[src/rtl/rect_fill_writer.sv]
// Fills an axis-aligned rectangle of the framebuffer with one colour, emitting
// a row-major stream of RAM writes (address = y*FB_W + x) and clipping off-screen pixels.
module rect_fill_writer #(
  parameter int FB_W   = 320,
  parameter int FB_H   = 240,
  parameter int ADDR_W = 17,
  parameter int DATA_W = 12
) (
  input  logic              clk,
  input  logic              rst_n,
  input  logic              start,
  input  logic [9:0]        x0,
  input  logic [9:0]        y0,
  input  logic [9:0]        w,
  input  logic [9:0]        h,
  input  logic [DATA_W-1:0] color,
  input  logic              wr_ready,
  output logic              busy,
  output logic              done,
  output logic              we,
  output logic [ADDR_W-1:0] waddr,
  output logic [DATA_W-1:0] wdata
);

  localparam int CW = 11;
  localparam int BW = 21;

  typedef enum logic [1:0] {IDLE = 2'd0, INIT = 2'd1, RUN = 2'd2} state_t;

  state_t            state_r;
  logic [CW-1:0]     x0_r, end_x_r, end_y_r, cur_x_r, cur_y_r;
  logic [BW-1:0]     base_r;
  logic [DATA_W-1:0] color_r;

  logic [CW-1:0]     px_s, py_s;
  logic [BW-1:0]     pbase_s;
  logic [ADDR_W-1:0] lin_s;
  logic              wrap_s, last_s, retire_s, in_rng_s;

  // Constant-coefficient shift-and-add: y*FB_W without a multiplier.
  function automatic logic [BW-1:0] row_base(input logic [CW-1:0] y);
    logic [BW-1:0] acc;
    acc = {BW{1'b0}};
    for (int b = 0; b < BW; b++) begin
      if (((FB_W >> b) & 1) != 0) acc = acc + ({{(BW-CW){1'b0}}, y} << b);
      else                        acc = acc;
    end
    return acc;
  endfunction

  // Next pixel to present: the first pixel in INIT, otherwise the successor of the current one.
  always_comb begin
    px_s    = cur_x_r;
    py_s    = cur_y_r;
    pbase_s = base_r;
    wrap_s  = (cur_x_r + 11'd1) == end_x_r;
    if (state_r == INIT) begin
      pbase_s = row_base(cur_y_r);
    end else if (wrap_s) begin
      px_s    = x0_r;
      py_s    = cur_y_r + 11'd1;
      pbase_s = base_r + BW'(FB_W);
    end else begin
      px_s    = cur_x_r + 11'd1;
    end
    last_s   = wrap_s && ((cur_y_r + 11'd1) == end_y_r);
    retire_s = !we || wr_ready;
    in_rng_s = (px_s < CW'(FB_W)) && (py_s < CW'(FB_H));
    lin_s    = ADDR_W'(pbase_s + {{(BW-CW){1'b0}}, px_s});
  end

  // Fill sequencer with registered write port and status outputs.
  always_ff @(posedge clk) begin
    if (!rst_n) begin
      state_r <= IDLE;
      busy    <= 1'b0;
      done    <= 1'b0;
      we      <= 1'b0;
      waddr   <= {ADDR_W{1'b0}};
      wdata   <= {DATA_W{1'b0}};
      x0_r    <= {CW{1'b0}};
      end_x_r <= {CW{1'b0}};
      end_y_r <= {CW{1'b0}};
      cur_x_r <= {CW{1'b0}};
      cur_y_r <= {CW{1'b0}};
      base_r  <= {BW{1'b0}};
      color_r <= {DATA_W{1'b0}};
    end else begin
      case (state_r)
        IDLE: begin
          done <= 1'b0;
          we   <= 1'b0;
          busy <= 1'b0;
          if (start) begin
            x0_r    <= {1'b0, x0};
            cur_x_r <= {1'b0, x0};
            cur_y_r <= {1'b0, y0};
            end_x_r <= {1'b0, x0} + {1'b0, w};
            end_y_r <= {1'b0, y0} + {1'b0, h};
            color_r <= color;
            if (w == 10'd0 || h == 10'd0) done <= 1'b1;
            else                          state_r <= INIT;
          end
        end
        INIT: begin
          busy    <= 1'b1;
          base_r  <= pbase_s;
          we      <= in_rng_s;
          waddr   <= lin_s;
          wdata   <= color_r;
          state_r <= RUN;
        end
        RUN: begin
          if (retire_s) begin
            if (last_s) begin
              state_r <= IDLE;
              busy    <= 1'b0;
              we      <= 1'b0;
              done    <= 1'b1;
            end else begin
              cur_x_r <= px_s;
              cur_y_r <= py_s;
              base_r  <= pbase_s;
              we      <= in_rng_s;
              waddr   <= lin_s;
            end
          end
        end
        default: begin
          state_r <= IDLE;
          busy    <= 1'b0;
          done    <= 1'b0;
          we      <= 1'b0;
        end
      endcase
    end
  end

endmodule

[config.mk]
export PLATFORM = sky130hd
export DESIGN_NAME = rect_fill_writer
export DESIGN_NICKNAME = d
export VERILOG_FILES = /design/src/rtl/rect_fill_writer.sv
export SDC_FILE = /design/constraint.sdc
export NUM_CORES = 1
export LEC_CHECK = 0
export CELL_PAD_IN_SITES_DETAIL_PLACEMENT = 2
export CELL_PAD_IN_SITES_GLOBAL_PLACEMENT = 2
export CORE_ASPECT_RATIO = 0.7
export CORE_UTILIZATION = 36
export CTS_CLUSTER_DIAMETER = 40
export DETAILED_ROUTE_END_ITERATION = 8
export GPL_TIMING_DRIVEN = 0
export HOLD_SLACK_MARGIN = 0.02
export PLACE_DENSITY = 0.88
export RECOVER_POWER = 100
export SYNTH_ARGS = -nofsm -noshare
export SYNTH_HDL_FRONTEND = slang
export SYNTH_SLANG_ARGS = --single-unit
[constraint.sdc]
create_clock -name clk -period 12.9 [get_ports clk]
set_input_delay 1.29 -clock clk [delete_from_list [all_inputs] [get_ports clk]]
set_output_delay 1.29 -clock clk [all_outputs]
set_load 0.02 [all_outputs]
==> flow_summary.yaml <==
cts:
  hold_buffers: 0
  numCtsBuffers: 17
  clk_path_buf_depth: 2
  cts_tree: "done"
  clk_pin_slew_worst_paths_ns: 0.07
  cts_sinks: 117
  cts-htree-levels: 4
  root_buffer: "clkbuf_16"
  cts_setup_buffers: 0
  ctsResizeCount: 0
  worstSkewPairLatency_ns: 0.44
floorplanning:
  die_w_um: 180
  dieHeight_um: 127
  rows: 45
  io_pins: 88
  core_um2: 21800
  dieArea_um2: 22900
  initial_core_util_pct: 36.8
synthesis:
  ys.flop_type: "dfxtp_1"
  synth-edff-count: 0
  syn_avg_cell_area_um2: 7.76
  synth_cell_types: 79
  syn_nets: 1138
  netlist.area_leader.share_pct: 29.2
  synth_area_leaders: "dfxtp_1 29%, ha_1 7.0%, a21oi_1 5.9%"
  ys_warn_count: 0
  synthesis.area_um2: 8020
  synth_top_area_cell: "dfxtp_1"
  syn_inst: 1033
  synth_seq_cells: 117
  ys_async_sr_fraction_pct: 0
  yosysSeqAreaShare_pct: 29.2
sta:
  slew_headroom_pct: -15.2
  worstMarginPinSlew_ns: 1.71
  worst_slack_ns: 6.15
  setup_viol: 0
  fmax_ghz: 0.148
  post-route-min-period_ns: 6.75
  finalSetupTns_ns: 0
  fin_crit_sh_pct: 52.3
  rsz0062_at_grt: "false"
  hold_slack_ns: 0.472
  slew_violations: 8
  finalClockSkew_ns: 0.0116
  hold_viol_final: 0
pwr:
  p_sw_mw: 0.578
  swShare_pct: 40.0
  total_power_mw: 1.44
  pwr-share-clk_pct: 35.7
  seqPwrFrac_pct: 30.0
  combPwrFrac_pct: 34.3
  p_leak_nw: 3.92
  internal-power_mw: 0.866
  powerDensity_nw_per_um2: 147
  ir_worst_vdd_v: 0.0000912
final_layout:
  syn_to_final_growth_pct: 22.7
  fillers: 2437
  drive_above_1_share_pct: 5.82
  final_nets: 1244
  final_core_util_pct: 45.2
global_route:
  grt_usage_pct: 33.3
  grt_pass1_vias: 9658
  antenna_found_initial: 2
  grt_max_degree: 17
  grt_pass1_wl_um: 57800
  grt_overflow: 0
placed_design:
  place_hpwl_um: 26000
  dpl_worst_slack_ns: 6.62
  port_buffers: 87
  gp_congestion: 0.920
critical_path:
  worst_setup_path_start_kind: "flip-flop"
  worstPathArrival_ns: 7.08
  critPathRequiredTime_ns: 13.24
  cp_max_fo: 10
  crit_type: "flip-flop to flip-flop"
  end_kind: "flip-flop"
flow_run:
  max_cap_viol_count: 1
route:
  via_per_inst: 6.20
  first_pass_iters: 5
  drc: 0
  drt_iter0_markers: 657
  vias: 8890
  drt_wl_total_um: 37500
  wire_per_inst_um: 26.1
  ant_nets: 0
worst_hold_path:
  min_path_type: "flip-flop to flip-flop"
outcome:
  violations: "max-capacitance violations, max-slew violations"
  status: "finished, violations left"
Yosys cell counts (6+ instances only):
cell / number
nand2_1: 122
nor3b_1: 6
mux2i_1: 41
clkbuf_1: 43
ha_1: 45
a21oi_1: 94
o21ai_0: 50
a211o_1: 6
nand4_1: 13
nand3_1: 27
o211ai_1: 8
xor2_1: 14
and2_1: 19
nor4_1: 10
inv_1: 43
nor3_1: 19
buf_2: 12
dfxtp_1: 117
or2_2: 8
and3_1: 11
a31oi_1: 15
o22ai_1: 6
nor2b_1: 18
o21a_1: 9
nor2_1: 88
a211oi_1: 19
or4_1: 6
or3_1: 11
a21o_1: 12
xnor2_1: 35
buf_1: 9
flip-flops by register name, indices dropped and copies added (netlist names):
name and count:
wdata 12, base_r 17, done 1, cur_x_r 11, busy 1, waddr 17
we 1, end_x_r 11, cur_y_r 11, color_r 12, x0_r 10, end_y_r 11
state_r 2
logic make-up after synthesis:
logic type | share of synthesized area (%)
mux | 5.85
simple gates | 23.9
flops | 29.2
buf+inv | 5.71
fa+ha+maj | 8.02
compound gates | 21.9
xor+xnor | 5.35
layer usage:
layer | global-route usage, % | routed length, um | vias to the layer above | part of all wire [%]
li1 | - | - | 3915 | -
met1 | 42.4 | 16500 | 4470 | 44
met2 | 53.9 | 16900 | 394 | 45
met3 | 7.24 | 2550 | 109 | 6.8
met4 | 15.5 | 1490 | 2 | 4.0
met5 | 0 | 12 | - | 0.032
cell usage in the layout (no fill, tap or decap), types with 7 or more instances in the layout:
| cell type | count |
|---|---|
| o21ai_0 | 50 |
| and2_0 | 9 |
| dfxtp_1 | 117 |
| nand4_1 | 13 |
| a31oi_1 | 15 |
| nor3_1 | 19 |
| inv_1 | 43 |
| mux2i_1 | 42 |
| xnor2_1 | 35 |
| dlygate4sd3_1 | 36 |
| nand3_1 | 27 |
| a21oi_1 | 94 |
| and2_1 | 10 |
| nor2_1 | 88 |
| clkbuf_16 | 17 |
| a211oi_1 | 19 |
| o21a_1 | 9 |
| or2_2 | 8 |
| or3_1 | 11 |
| nand2_1 | 122 |
| clkdlybuf4s50_1 | 51 |
| inv_6 | 7 |
| buf_2 | 7 |
| ha_1 | 45 |
| nor4_1 | 10 |
| nor2b_1 | 18 |
| clkbuf_1 | 55 |
| a21o_1 | 12 |
| and3_1 | 11 |
| xor2_1 | 14 |
| o211ai_1 | 8 |
critical path: stages, from the launching register on:
cell	delay, ns
dfxtp_1	0.55
ha_1	0.21
clkbuf_1	0.31
and4_1	0.39
nand3_1	0.18
xnor2_1	0.23
nor3_1	0.41
nand3_1	0.42
clkbuf_1	0.48
nand2_1	0.21
o211ai_1	0.14
nand2_1	0.22
ha_1	0.22
inv_1	0.07
fa_1	0.41
nor2b_1	0.13
o21ai_0	0.14
a21boi_0	0.31
o21ai_0	0.15
a21oi_1	0.39
a21oi_1	0.15
nor2b_1	0.19
or4b_1	0.48
a311oi_1	0.26
layout make-up:
| type | count | area [um^2] | share of cell area (%) |
|---|---|---|---|
| Tap cell | 282 | 353 | 3.59 |
| Multi-Input combinational cell | 803 | 5220 | 53.0 |
| Antenna cell | 1 | 2.50 | 0.0254 |
| Timing Repair Buffer | 87 | 871 | 8.85 |
| Buffer | 68 | 279 | 2.83 |
| Sequential cell | 117 | 2340 | 23.8 |
| Clock buffer | 17 | 425 | 4.32 |
| Inverter | 45 | 169 | 1.72 |
| Clock inverter | 15 | 184 | 1.87 |
final timing paths:
check | start | to | slack [ns] | cells past startpoint
max reg2reg | cur_x_r[0]$_SDFFE_PN0P_ | waddr[16]$_SDFFE_PN0P_ | 6.15 | 23
min reg2reg | end_x_r[4]$_SDFFE_PN0P_ | end_x_r[4]$_SDFFE_PN0P_ | 0.47 | 2
max | cur_x_r[0]$_SDFFE_PN0P_ | waddr[16]$_SDFFE_PN0P_ | 6.15 | 23
min | end_x_r[4]$_SDFFE_PN0P_ | end_x_r[4]$_SDFFE_PN0P_ | 0.47 | 2
power by group through the flow:
| stage | Clock (mW) | Combinational, mW | Sequential (mW) |
|---|---|---|---|
| after floorplan | 0 | 0.290 | 0.438 |
| after CTS | 0.517 | 0.490 | 0.432 |
| final | 0.516 | 0.496 | 0.433 |
| after detailed placement | 0 | 0.471 | 0.438 |
| after global placement | 0 | 0.451 | 0.436 |
| after global routing | 0.532 | 0.527 | 0.436 |
per-stage QoR:
stage	instance area [um^2]	cells
after floorplan	8020	1033
after global placement	9240	1402
after detailed placement	9250	1402
after CTS	9860	1434
after global routing	9840	1434
final	9840	1435
Note: power is estimated with default switching activity, not from simulation.
